[src/rtl/gsm_pkg.sv]
// Shared definitions for the GSM 4x4 switch output-side transfer logic.
// Holds the transfer FSM encoding, default geometry and counter widths.
// Imported by gsm_onehot_enc and gsm_xfer_ctrl.
package gsm_pkg;

    // Default switch geometry (one scheduler group per output port).
    localparam int NUM_PORT_DEF  = 4;
    localparam int LOG_PORT_DEF  = 2;
    localparam int DWIDTH_DEF    = 32;

    // Completed-packet counter width; wraps naturally at 2^PKT_CNT_W.
    localparam int PKT_CNT_W     = 16;

    // Transfer FSM encoding. Kept as plain constants so the encoding is
    // visible on waveforms and stable across tool flows.
    localparam logic [0:0] ST_IDLE = 1'b0;
    localparam logic [0:0] ST_XFER = 1'b1;

    typedef logic [0:0] xfer_state_t;

endpackage

[src/rtl/gsm_onehot_enc.sv]
// Lowest-set-bit index encoder with multi-hot detection, for scheduler grants.
// Latency: purely combinational, zero cycles.
// Backpressure: none; output follows input every cycle.
//
// Ports:
//   vec_i   : request/grant vector
//   idx_o   : index of the lowest set bit (0 when vec_i is zero)
//   any_o   : at least one bit set
//   multi_o : more than one bit set
module gsm_onehot_enc
    import gsm_pkg::*;
#(
    parameter int N    = NUM_PORT_DEF,
    parameter int LOGN = LOG_PORT_DEF
)
(
    input  logic [N-1:0]    vec_i,
    output logic [LOGN-1:0] idx_o,
    output logic            any_o,
    output logic            multi_o
);

    logic seen;

    always_comb begin
        idx_o   = '0;
        any_o   = 1'b0;
        multi_o = 1'b0;
        seen    = 1'b0;
        // Scan from the top down so the last write is the lowest set bit.
        for (int i = N - 1; i >= 0; i--) begin
            if (vec_i[i]) begin
                idx_o = LOGN'(i);
            end
        end
        for (int i = 0; i < N; i++) begin
            if (vec_i[i]) begin
                if (seen) begin
                    multi_o = 1'b1;
                end
                seen = 1'b1;
            end
        end
        any_o = seen;
    end

endmodule

[src/rtl/gsm_xfer_ctrl.sv]
// Per-output-port packet transfer controller behind one round-robin scheduler.
// Latency: grant at T, first word valid at T+1, registered output word at T+2.
// Backpressure: out_ready low holds the output register and drops in_ready.
//
// Ports:
//   clk, rst     : clock, asynchronous active-high reset
//   clr          : synchronous clear, aborts any transfer and zeroes counters
//   grant        : one-hot grant from the scheduler (sampled only when idle)
//   stall        : held high to the scheduler for the whole packet
//   in_data/in_valid/in_eop/in_ready : per-queue word interface, queue k at
//                  in_data[k*DWIDTH +: DWIDTH]; only the locked queue sees ready
//   out_data/out_valid/out_sop/out_eop/out_ready : registered output stage
//   pkt_cnt      : completed packets (normal or length-aborted), wraps
//   err          : sticky, multi-hot grant seen or packet length abort
module gsm_xfer_ctrl
    import gsm_pkg::*;
#(
    parameter int NUM_PORT     = 4,
    parameter int LOG_NUM_PORT = 2,
    parameter int DWIDTH       = 32,
    parameter int MAX_BEATS    = 64,
    parameter int BWIDTH       = 7
)
(
    input  logic                         clk,
    input  logic                         rst,
    input  logic                         clr,
    input  logic [NUM_PORT-1:0]          grant,
    output logic                         stall,
    input  logic [NUM_PORT*DWIDTH-1:0]   in_data,
    input  logic [NUM_PORT-1:0]          in_valid,
    input  logic [NUM_PORT-1:0]          in_eop,
    output logic [NUM_PORT-1:0]          in_ready,
    output logic [DWIDTH-1:0]            out_data,
    output logic                         out_valid,
    output logic                         out_sop,
    output logic                         out_eop,
    input  logic                         out_ready,
    output logic [PKT_CNT_W-1:0]         pkt_cnt,
    output logic                         err
);

    // ------------------------------------------------------------------
    // State
    // ------------------------------------------------------------------
    xfer_state_t               state_q, state_d;
    logic [LOG_NUM_PORT-1:0]   sel_q, sel_d;
    logic [BWIDTH-1:0]         beats_q, beats_d;
    logic [DWIDTH-1:0]         out_data_q, out_data_d;
    logic                      out_valid_q, out_valid_d;
    logic                      out_sop_q, out_sop_d;
    logic                      out_eop_q, out_eop_d;
    logic [PKT_CNT_W-1:0]      pkt_cnt_q, pkt_cnt_d;
    logic                      err_q, err_d;

    // ------------------------------------------------------------------
    // Grant decode
    // ------------------------------------------------------------------
    logic [LOG_NUM_PORT-1:0]   gnt_idx;
    logic                      gnt_any;
    logic                      gnt_multi;

    gsm_onehot_enc #(
        .N    (NUM_PORT),
        .LOGN (LOG_NUM_PORT)
    ) u_gnt_enc (
        .vec_i   (grant),
        .idx_o   (gnt_idx),
        .any_o   (gnt_any),
        .multi_o (gnt_multi)
    );

    // ------------------------------------------------------------------
    // Selected-queue view and handshakes
    // ------------------------------------------------------------------
    logic [DWIDTH-1:0]         sel_data;
    logic                      sel_valid;
    logic                      sel_eop;
    logic                      in_xfer;
    logic                      out_free;
    logic                      beat;
    logic                      len_limit;
    logic                      pkt_end;

    assign sel_data  = in_data[int'(sel_q) * DWIDTH +: DWIDTH];
    assign sel_valid = in_valid[sel_q];
    assign sel_eop   = in_eop[sel_q];

    assign in_xfer   = (state_q == ST_XFER);
    // Output register can take a word if empty or being drained this cycle.
    assign out_free  = !out_valid_q || out_ready;
    assign beat      = in_xfer && out_free && sel_valid;
    // Reaching the last allowed beat without eop terminates the packet.
    assign len_limit = (beats_q == BWIDTH'(MAX_BEATS - 1));
    assign pkt_end   = sel_eop || len_limit;

    always_comb begin
        in_ready = '0;
        if (in_xfer && out_free) begin
            in_ready[sel_q] = 1'b1;
        end
    end

    // Scheduler pointer must hold for exactly the packet's lifetime.
    assign stall = in_xfer;

    // ------------------------------------------------------------------
    // Next-state logic
    // ------------------------------------------------------------------
    always_comb begin
        state_d     = state_q;
        sel_d       = sel_q;
        beats_d     = beats_q;
        out_data_d  = out_data_q;
        out_valid_d = out_valid_q;
        out_sop_d   = out_sop_q;
        out_eop_d   = out_eop_q;
        pkt_cnt_d   = pkt_cnt_q;
        err_d       = err_q;

        if (clr) begin
            // Partial packet is dropped with no eop; grant in this cycle is lost.
            state_d     = ST_IDLE;
            beats_d     = '0;
            out_valid_d = 1'b0;
            out_sop_d   = 1'b0;
            out_eop_d   = 1'b0;
            pkt_cnt_d   = '0;
            err_d       = 1'b0;
        end else begin
            // Downstream took the held word; a new beat below may refill it.
            if (out_ready) begin
                out_valid_d = 1'b0;
                out_sop_d   = 1'b0;
                out_eop_d   = 1'b0;
            end

            case (state_q)
                ST_IDLE: begin
                    if (gnt_any) begin
                        sel_d   = gnt_idx;
                        beats_d = '0;
                        state_d = ST_XFER;
                        if (gnt_multi) begin
                            err_d = 1'b1;
                        end
                    end
                end
                ST_XFER: begin
                    if (beat) begin
                        out_data_d  = sel_data;
                        out_valid_d = 1'b1;
                        out_sop_d   = (beats_q == '0);
                        out_eop_d   = pkt_end;
                        if (beats_q != BWIDTH'(MAX_BEATS)) begin
                            beats_d = beats_q + 1'b1;
                        end
                        if (pkt_end) begin
                            state_d   = ST_IDLE;
                            pkt_cnt_d = pkt_cnt_q + 1'b1;
                            if (!sel_eop) begin
                                err_d = 1'b1;
                            end
                        end
                    end
                end
                default: begin
                    state_d = ST_IDLE;
                end
            endcase
        end
    end

    // ------------------------------------------------------------------
    // Registers
    // ------------------------------------------------------------------
    always_ff @(posedge clk or posedge rst) begin
        if (rst) begin
            state_q     <= ST_IDLE;
            sel_q       <= '0;
            beats_q     <= '0;
            out_data_q  <= '0;
            out_valid_q <= 1'b0;
            out_sop_q   <= 1'b0;
            out_eop_q   <= 1'b0;
            pkt_cnt_q   <= '0;
            err_q       <= 1'b0;
        end else begin
            state_q     <= state_d;
            sel_q       <= sel_d;
            beats_q     <= beats_d;
            out_data_q  <= out_data_d;
            out_valid_q <= out_valid_d;
            out_sop_q   <= out_sop_d;
            out_eop_q   <= out_eop_d;
            pkt_cnt_q   <= pkt_cnt_d;
            err_q       <= err_d;
        end
    end

    assign out_data  = out_data_q;
    assign out_valid = out_valid_q;
    assign out_sop   = out_sop_q;
    assign out_eop   = out_eop_q;
    assign pkt_cnt   = pkt_cnt_q;
    assign err       = err_q;

endmodule

[config.mk]
export PLATFORM = sky130hd
export DESIGN_NAME = gsm_xfer_ctrl
export DESIGN_NICKNAME = d
export VERILOG_FILES = /design/src/rtl/gsm_pkg.sv /design/src/rtl/gsm_onehot_enc.sv /design/src/rtl/gsm_xfer_ctrl.sv
export SDC_FILE = /design/constraint.sdc
export NUM_CORES = 1
export LEC_CHECK = 0
export ABC_AREA = 1
export BUFFER_PORTS_ARGS = -buffer_cell sky130_fd_sc_hd__buf_4
export CAP_MARGIN = 30
export CORE_MARGIN = 4
export CORE_UTILIZATION = 47
export CTS_CLUSTER_SIZE = 28
export DETAILED_ROUTE_END_ITERATION = 6
export PLACE_DENSITY = 0.91
export SLEW_MARGIN = 20
export SYNTH_ARGS = -nofsm -noshare
export SYNTH_HDL_FRONTEND = slang
export SYNTH_SLANG_ARGS = --single-unit
export TNS_END_PERCENT = 5
[constraint.sdc]
create_clock -name clk -period 2.7 [get_ports clk]
set_input_delay 0.54 -clock clk [delete_from_list [all_inputs] [get_ports clk]]
set_output_delay 0.54 -clock clk [all_outputs]
set_load 0.005 [all_outputs]
Word-level counts from Yosys, hierarchy flattened
Index checks and enable logic that the tools add are counted.
{"block": "classes", "n_eq_ne": 8, "n_addsub": 2, "shift": 1, "n_bitwise": 2, "reduce_logical": 15, "order_cmp": 2, "muxes": 54}
{"op": "indexed part select 128 x 8 -> 32 bit", "count": 1}
{"op": "2-to-1 mux 16 bit", "count": 4}
{"op": "2-to-1 mux 1 bit", "count": 35}
{"op": "2-to-1 mux 7 bit", "count": 4}
{"op": "adder 16 x 1 -> 16 bit (second input constant)", "count": 1}
{"op": "one-hot mux 7 bit (2 select lines)", "count": 1}
{"op": "AND reduction 3 bit", "count": 4}
{"op": "!= test 3 x 2 -> 1 bit (second input constant)", "count": 3}
{"op": "!= test 3 bit (second input constant)", "count": 3}
{"op": "2-to-1 mux 2 bit", "count": 4}
{"op": "adder 7 x 1 -> 7 bit (second input constant)", "count": 1}
{"op": "equality test 7 x 6 -> 1 bit (second input constant)", "count": 1}
{"op": "zero test 7 bit", "count": 1}
{"op": "!= test 7 bit (second input constant)", "count": 1}
{"op": "nonzero test 2 bit", "count": 3}
{"op": "AND reduction 5 bit", "count": 1}
{"op": "binary-select mux 1 bit (select 2 bit)", "count": 2}
{"op": "2-to-1 mux 4 bit", "count": 1}
{"op": "one-hot mux 1 bit (2 select lines)", "count": 2}
{"op": "logical AND 1 bit", "count": 3}
{"op": "< comparator 2 x 3 -> 1 bit (second input constant)", "count": 1}
{"op": "demux 1 bit (select 2 bit)", "count": 1}
{"op": ">= comparator 2 x 1 -> 1 bit (second input constant)", "count": 1}
{"op": "logical OR 1 bit", "count": 2}
{"op": "other kinds (2)", "count": 3}
{"block": "totals", "regBits": 62, "wordCells": 93, "out_inout_bits": 57}

Depth between registers and ports, before layout
Gate-level depths: netlist of run 1.
{"block": "logic_depth", "ltp_word": 11, "ltp_mapped": 12, "depth_no_buf": 10}

Modules after synthesis
Synthesis of run 1 repeated with hierarchy kept, for this count alone.
{"block": "unflattened", "hier_cells": 589, "area_unflattened_um2": 4036.4}
{"module": "gsm_xfer_ctrl", "seq_area_each_um2": 1551.5, "cells_each": 575, "area_each_um2": 3978.8, "n_inst": 1}
{"module": "gsm_onehot_enc", "seq_area_each_um2": 0.0, "cells_each": 14, "area_each_um2": 57.6, "n_inst": 1}

Worst setup path before layout of run 1
No wires, ideal clock.
{"block": "synth_timing", "kind": "register to output", "start": "register sel_q[0]", "end": "output in_ready[0]", "setup_slack_ns": 1.146, "stages_incl_launch_ff": 5, "n_path_buf": 3, "required_time_ns": 2.160, "arrival_ns": 1.014, "cell_sequence": "dfrtp_1 -> buf_6 -> buf_4 -> buf_2 -> nor3_1"}
{"block": "synth_via", "elab_chain_cells": 5, "word_cells_on_any_way": 6, "classes_between": "order compare (2); mux (3); reduce/logical (1)"}
{"element": "start, declared", "line": "gsm_xfer_ctrl.sv:47", "rtl": "logic [LOG_NUM_PORT-1:0] sel_q, sel_d;"}
{"element": "start signal, assigned", "line": "gsm_xfer_ctrl.sv:190", "rtl": "sel_q <= sel_d;"}
{"element": "< comparator 2 x 3 -> 1 bit (not written as such) or >= comparator 2 x 1 -> 1 bit (tied branches)", "line": "gsm_xfer_ctrl.sv:100", "rtl": "in_ready[sel_q] = 1'b1;"}
{"element": "logical AND 1 bit (not written as such)", "line": "gsm_xfer_ctrl.sv:100"}
{"element": "2-to-1 mux 1 bit (not written as such)", "line": "gsm_xfer_ctrl.sv:100"}
{"element": "demux 1 bit (select 2 bit) *", "line": "gsm_xfer_ctrl.sv:100"}
{"element": "2-to-1 mux 4 bit *", "line": "gsm_xfer_ctrl.sv:99", "rtl": "if (in_xfer && out_free) begin"}
{"element": "end, declared", "line": "gsm_xfer_ctrl.sv:33", "rtl": "output logic [NUM_PORT-1:0] in_ready,"}
Mark *: on every way between the ends. The rest lies on a longest branch, timed or not.

Worst setup path in the final report of run 1
Ends and elaborated chain as after synthesis.

==> flow_summary.yaml, run 1 <==
drt:
  routed_via_density: 5.356
  postRouteAntennaNets: 0
  drt_iter0_markers: 239
  wire_per_inst_um: 15.47
  totalWireLength_um: 13840
  num_vias: 4794
  first_pass_iters: 5
  drc: 0
logic_synthesis:
  ys_warn_count: 0
  syn_nets: 743
  ys_seq_area_frac: 0.3730
  synth_area_um2: 4159
  ys_seq_elements: 62
  avgSynthCellArea_um2: 6.978
  yosysUniqueCellTypes: 27
  synth_cells: 596
grt:
  antenna_found_initial: 0
  grt_pass1_wl_um: 21280
  grt_max_degree: 65
  grt_pass1_vias: 4495
  grt-ovfl-total: 0
  grt_usage: 0.2550
timing:
  finalCriticalPeriod_ps: 2250
  hold_viol_final: 0
  drv_slew: 0
  skew_ps: 9.132
  final.setup.tns_ps: 0
  whs_ps: 339.7
  max_freq_ghz: 0.4444
  setup_viol: 0
  slew_headroom: 0.5160
  fin_crit_sh: 0.8333
  tightest_slew_ps: 724.9
  grt_setup_unrepaired: "no"
pwr:
  power_leakage_nw: 2.985
  ir_drop_mv: 0.2848
  powerDensity_nw_per_um2: 641.8
die:
  dieWidth_um: 102.1
  initial_core_util: 0.4792
  pin_count: 201
  fp.dieH_um: 102.1
  dieArea_um2: 10420
  num_rows: 34
  coreArea_um2: 8678
worst_setup_path:
  end_kind: "primary output"
  reg2reg_slack_ps: 830
  reg2regPathDepth: 11
  crit_fanout: 34
  cp.arrival_ps: 1710
  crit_required_ps: 2160
  path_class: "reg -> out"
  worstSetupStartpointType: "register"
final_layout:
  final_cell_mix: "205 x buf_4, 198 x nand2_1, 105 x nand3_1, 62 x dfrtp_1, 38 x a21oi_1"
  final_common_cell: "buf_4"
  drive_gt1_frac: 0.3469
  fin_nets: 929
  antenna_cells: 0
  syn2layout_area_growth_pct: 40.70
clock_tree:
  cts_setup_buffers: 0
  cts.sinks: 62
  holdBufCountCts: 0
  numCtsBuffers: 9
  cts_resized: 0
  cts_buffer_depth: 2
  cts-root-buf: "clkbuf_8"
  htree_levels: 3
  cts_tree: "built"
  path_clk_slew_ps: 70
  clock_latency_ps: 330
outcome:
  outcome: "completed"
job:
  maxCapViolations: 0
worst_hold_path:
  hold_path_class: "in -> async"
placement:
  gp_congestion: 0.8968
  io_buffer_count: 200
  place_hpwl_um: 10480
-- metrics by stage --
stage	cells	total power, mW	cell area [um2]	util	setup WS (ps)
floorplan	596	2.201	4159	-	618.6
global route	895	3.995	5852	0.6743	352.9
detailed placement	879	2.960	5652	0.6512	775.3
global placement	879	2.897	5652	0.6512	835.7
CTS	895	3.783	5852	0.6743	436.3
finish	895	3.756	5852	0.6743	450.0
-- critical path, stage by stage (launching register included) --
cell     delay, ps
dfrtp_1        660
buf_4          450
nor3_1         110
buf_4          150
-- synthesized netlist by cell type --
cell / count / share of area
nand3_1: 105 / 0.13
buf_1: 2 / 0.0018
clkbuf_1: 7 / 0.0063
nor3_1: 4 / 0.0048
o21ai_0: 8 / 0.0096
dfrtp_1: 62 / 0.37
nand4_1: 11 / 0.017
nand2_4: 1 / 0.0027
nor2_2: 4 / 0.0060
xor2_1: 2 / 0.0042
buf_4: 4 / 0.0072
buf_2: 9 / 0.011
o21bai_1: 3 / 0.0054
nor2_4: 1 / 0.0027
ha_1: 3 / 0.0090
nor2_1: 34 / 0.031
buf_6: 10 / 0.027
a21oi_1: 38 / 0.046
inv_2: 3 / 0.0027
nand2_1: 198 / 0.18
or2_2: 3 / 0.0045
inv_1: 29 / 0.026
o21ai_2: 32 / 0.067
nand2_2: 4 / 0.0060
inv_4: 1 / 0.0015
nand3_2: 1 / 0.0024
o21ai_1: 17 / 0.020
-- layout make-up --
cell class                      count  area (um2)
Tap cell                          108       135.1
Fill cell                         716        2826
Clock buffer                       12       155.1
Inverter                           33       126.4
Sequential cell                    62        1551
Timing Repair Buffer              207        1579
Multi-Input combinational cell    469        2260
Clock inverter                      4       45.04
-- registers in the layout (all words and copies together) (netlist names) --
signal	cells
out_valid	1
beats_q	7
sel_q	2
pkt_cnt	16
out_sop	1
stall	1
out_data	32
err	1
out_eop	1
-- final timing paths --
check                          endpoint         start
max in group asynchronous   pkt_cnt[12]           rst
hold / removal             out_data[23]           rst
setup reg to reg           out_data[30]      sel_q[0]
setup / recovery            in_ready[0]      sel_q[0]
hold reg to reg            out_data[23]  out_data[23]
min in group clk              out_valid           clr
-- kinds of logic (layout without fill, tap and decap cells) --
logic type                 count (synthesis)  count (layout)  synth area share
buffers and inverters                     65             256           0.08364
adders and majority gates                  3               3          0.009026
and+or+nand+nor                          366             366            0.3815
DFF                                       62              62            0.3730
AOI/OAI and AO/OA                         98              98            0.1486
xor gates and xnor gates                   2               2          0.004213
-- power breakdown --
group          internal (mW)  switching, mW  leakage, nW  total (mW)
clock                  0.473          0.349        0.106       0.821
sequential              1.17          0.192        0.814        1.36
combinational          0.750          0.819         2.06        1.57
-- routing by layer --
| layer | share of wire | up-vias | track usage |
|---|---|---|---|
| li1 | - | 2337 | - |
| met1 | 0.38 | 2214 | 0.3015 |
| met2 | 0.51 | 208 | 0.4648 |
| met3 | 0.083 | 35 | 0.04505 |
| met4 | 0.024 | 0 | 0.08678 |
| met5 | 0 | - | 0 |
(Power assumes the default switching activity.)
==> run 2, diff against run 1 <==
CORE_UTILIZATION = 43   (was 47)
PLACE_DENSITY = 0.88   (was 0.91)
clock period = 2 ns   (was 2.7 ns; I/O delays follow)
==> run 2 against run 1 <==
Net effect: count of clock-buffer cells in the layout unchanged; register-to-register slack lost 570 ps; setup slack worse by 300 ps; die area rose by 8.6%; sequential power grew 33%; routed wire length increased by 0.98%; core utilization is 3.9 points lower; final cell count grew 2.8%; non-clock buffer count increased by 4; first-iteration DRC count rose by 19%; via count shrank 1.2%; highest routed layer unchanged.
==> flow_summary.yaml, run 2 (synthesis results as in run 1) <==
outcome:
  outcome: "completed"
drt:
  drc: 0
  num_vias: 4738
  totalWireLength_um: 13980
  drt_iter0_markers: 284
  wire_per_inst_um: 15.19
  routed_via_density: 5.150
  first_pass_iters: 5
  postRouteAntennaNets: 0
clock_tree:
  numCtsBuffers: 9
  cts_setup_buffers: 0
  path_clk_slew_ps: 70
  cts_tree: "built"
  cts-root-buf: "clkbuf_8"
  clock_latency_ps: 330
  htree_levels: 3
  cts_buffer_depth: 2
  holdBufCountCts: 0
  cts.sinks: 62
timing:
  final.setup.tns_ps: 0
  hold_viol_final: 0
  max_freq_ghz: 0.5402
  fin_crit_sh: 0.9256
  setup_viol: 0
  slew_headroom: 0.6173
  drv_slew: 0
  finalCriticalPeriod_ps: 1851
  tightest_slew_ps: 573.2
  skew_ps: 8.489
  whs_ps: 123.8
  grt_setup_unrepaired: "no"
die:
  coreArea_um2: 9328
  num_rows: 35
  pin_count: 201
  dieWidth_um: 106.3
  dieArea_um2: 11310
  initial_core_util: 0.4459
  fp.dieH_um: 106.3
final_layout:
  final_common_cell: "buf_4"
  final_cell_mix: "207 x buf_4, 198 x nand2_1, 105 x nand3_1, 62 x dfrtp_1, 38 x a21oi_1"
  syn2layout_area_growth_pct: 42.45
  antenna_cells: 0
  fin_nets: 933
  largest_register_ff_count: 32
  fillers: 852
  drive_gt1_frac: 0.3502
pwr:
  total_power_mw: 5.145
  ir_drop_mv: 0.3836
  power_leakage_nw: 3.010
  powerDensity_nw_per_um2: 868.4
placement:
  gp_congestion: 0.8635
  io_buffer_count: 200
  place_hpwl_um: 10580
worst_hold_path:
  hold_path_class: "in -> async"
worst_setup_path:
  reg2reg_to: "out_data[28]"
  end_kind: "primary output"
  reg2reg_from: "sel_q[0]"
  reg2regPathDepth: 5
  cp.arrival_ps: 1450
  critPathLaunch: "stall"
  path_class: "reg -> out"
  crit_required_ps: 1600
  reg2reg_slack_ps: 260
  crit_fanout: 10
  worstSetupStartpointType: "register"
grt:
  grt_pass1_wl_um: 21870
  grt-ovfl-total: 0
  antenna_found_initial: 0
  grt_max_degree: 65
  grt_usage: 0.2407
  grt_pass1_vias: 4264
job:
  maxCapViolations: 0
-- run 2: cell count changes in the layout (fill, tap and decap cells not counted) --
| cell | change |
|---|---|
| buf_4 | +2 |
| buf_12 | +1 |
| buf_6 | +1 |
-- run 2: per-layer routing --
metal / track usage / up-vias / part of all wire
met1: 0.2991 / 2152 / 0.40
li1: - / 2354 / -
met3: 0.06618 / 27 / 0.085
met5: 0 / - / 0
met4: 0.08048 / 0 / 0.032
met2: 0.4032 / 205 / 0.48
-- run 2: worst max path at each step --
stage | slack [ps] | depth (start not counted) | to
after CTS | 80 | 4 | in_ready[2]
final | 150 | 3 | in_ready[0]
after floorplan | 60 | 1 | beats_q[0]
after global routing | 0.7 | 3 | in_ready[0]
after global placement | 300 | 11 | out_data[2]
after detailed placement | 240 | 11 | out_data[2]
-- run 2: final cells by class --
cell class,instances,area (um2),share of cell area
clock buffer,12,155.1,0.02619
clock inverter,4,45.04,0.007603
inverter,33,126.4,0.02133
multi-input combinational,469,2260,0.3814
sequential,62,1551,0.2619
tap,129,161.4,0.02724
timing repair buffer,211,1625,0.2743
-- run 2: through the flow --
step / worst slack (ps) / util / instance area [um2] / instances
after detailed placement: 242.6 / 0.6133 / 5720 / 904
after global routing: 0.6928 / 0.6351 / 5924 / 920
after floorplan: 58.60 / - / 4159 / 596
after CTS: 82.84 / 0.6347 / 5921 / 920
after global placement: 301.8 / 0.6133 / 5720 / 904
final: 148.7 / 0.6351 / 5924 / 920
-- run 2: where the power goes --
group          internal (mW)  switching [mW]
registers               1.58           0.225
logic                   1.05            1.16
clock network          0.638           0.490
-- run 2: timing repair --
action | CTS | global route
gates resized for setup | 0 | 1
hold endpoints to repair | 0 | 0
endpoints found under the setup margin | 0 | 1
-- run 2: worst max-delay path, stage by stage, from the launching register on --
cell	delay [ps]
dfrtp_1	550
nand2_1	220
nor3_1	200
buf_4	150
==> run 3, diff against run 2 <==
CORE_ASPECT_RATIO = 1.4   (was unset)
==> run 3 against run 2 <==
Net effect: worst hold slack got worse by 55 ps; fmax decreased by 2.7%; first-iteration DRC count decreased by 14%; core utilization increased by 0.20 points; critical path type unchanged; critical endpoint is now in_ready[2]; highest routed layer unchanged.
==> flow_summary.yaml, run 3 (synthesis results as in run 1) <==
clock_tree:
  cts_tree: "built"
  numCtsBuffers: 9
  cts.sinks: 62
  cts_setup_buffers: 0
  path_clk_slew_ps: 50
  clock_latency_ps: 330
  htree_levels: 3
  cts_buffer_depth: 2
  cts-root-buf: "clkbuf_16"
worst_setup_path:
  crit_path_top_delay_cell: "dfrtp_1"
  reg2reg_slack_ps: 240
  critPathLaunch: "sel_q[0]"
  reg2reg_from: "sel_q[0]"
  end_kind: "primary output"
  worstSetupStartpointType: "register"
  cp.arrival_ps: 1500
  reg2regPathDepth: 6
  path_class: "reg -> out"
  slowest_delay_ps: 380
  crit_path_cell_trace: "buf_4 -> buf_4 -> nor3_1 -> buf_4"
  crit_required_ps: 1600
  crit_top_cell: "buf_4"
  crit_fanout: 11
  reg2reg_to: "out_data[19]"
final_layout:
  antenna_cells: 0
  final_common_cell: "buf_4"
  fin_util: 0.6372
  final_cell_mix: "212 x buf_4, 198 x nand2_1, 105 x nand3_1, 62 x dfrtp_1, 38 x a21oi_1"
  drive_gt1_frac: 0.3539
  syn2layout_area_growth_pct: 44.92
  fin_nets: 938
  fillers: 816
  largest_register_ff_count: 32
grt:
  top_usage_layer: "met2"
  grt_max_degree: 33
  grt_pass1_wl_um: 22780
  grt-ovfl-total: 0
  use_met2: 0.4328
  antenna_found_initial: 0
  use_met3: 0.08278
  grt_usage: 0.2498
  grt_pass1_vias: 4651
  use_met1: 0.2762
timing:
  tightest_slew_ps: 831.1
  finalCriticalPeriod_ps: 1902
  hold_viol_final: 0
  skew_ps: 4.918
  grt_setup_unrepaired: "no"
  final.setup.tns_ps: 0
  setup_viol: 0
  drv_slew: 0
  slew_headroom: 0.4453
  fin_crit_sh: 0.9511
  max_freq_ghz: 0.5257
drt:
  totalWireLength_um: 13900
  first_pass_iters: 7
  drc: 0
  postRouteAntennaNets: 0
  wire_per_inst_um: 15.37
  num_vias: 4747
  drt_iter0_markers: 244
  routed_via_density: 5.251
die:
  initial_core_util: 0.4397
  coreArea_um2: 9459
  fp.dieH_um: 124.4
  pin_count: 201
  num_rows: 42
  dieArea_um2: 11330
  dieWidth_um: 91.12
outcome:
  outcome: "completed"
placement:
  io_buffer_count: 200
  gp_congestion: 0.8910
  place_hpwl_um: 10840
worst_hold_path:
  hold_path_class: "in -> async"
job:
  maxCapViolations: 0
pwr:
  powerDensity_nw_per_um2: 909.2
  ir_drop_mv: 0.4611
  power_leakage_nw: 3.071
  total_power_mw: 5.480
run 3: cell count changes in the layout (fill, tap and decap cells not counted), sizes merged:
| cell | delta |
|---|---|
| buf | +5 |
| clkbuf | +1 |
| bufinv | -1 |
| clkinv | -2 |
run 3: how the worst max path moves through the flow:
stage	endpoint	slack [ps]	cells after the start
6_report	in_ready[2]	100	4
5_1_grt	pkt_cnt[6]	30	9
4_1_cts	in_ready[0]	30	4
3_5_place_dp	out_data[19]	250	6
3_3_place_gp	pkt_cnt[12]	280	8
2_1_floorplan	beats_q[0]	60	1
run 3: power by group:
part / switching, mW / total, mW / internal, mW
Clock: 0.507 / 1.43 / 0.922
Sequential: 0.203 / 1.79 / 1.59
Combinational: 1.19 / 2.26 / 1.07
Total: 1.90 / 5.48 / 3.58
run 3: layout make-up:
type	count	area, um2	area share
timing repair buffer	216	1672	0.2774
clock buffer	13	270.3	0.04484
clock inverter	1	5.005	0.0008304
multi-input combinational	469	2265	0.3758
inverter	33	126.4	0.02097
tap	110	137.6	0.02284
sequential	62	1551	0.2574
run 3: critical path: cells and delay by family (launching register included):
family | cells | cell delay [ps]
and+or+nand+nor | 1 | 260
DFF | 1 | 380
buffers and inverters | 3 | 530
run 3: repair_timing:
item | CTS | global route
endpoints found under the hold margin | 0 | 0
resized for setup | 0 | 1
hold buffers | 0 | 0
setup endpoints to repair | 0 | 1
run 3: through the flow:
step / setup WS [ps] / hold WS (ps) / cells / area, um2
final: 97.88 / 69.01 / 904 / 6027
after global routing: 28.05 / 105.6 / 904 / 6027
after CTS: 27.46 / 86.86 / 904 / 6022
after detailed placement: 251.5 / 433.2 / 890 / 5747
after global placement: 276.4 / 427.9 / 890 / 5747
after floorplan: 58.60 / 464.1 / 596 / 4159
run 3: metal layers:
layer | part of all wire | up-vias
met1 | 0.36 | 2139
met5 | 0 | -
met3 | 0.093 | 39
met4 | 0.038 | 0
li1 | - | 2363
met2 | 0.50 | 206
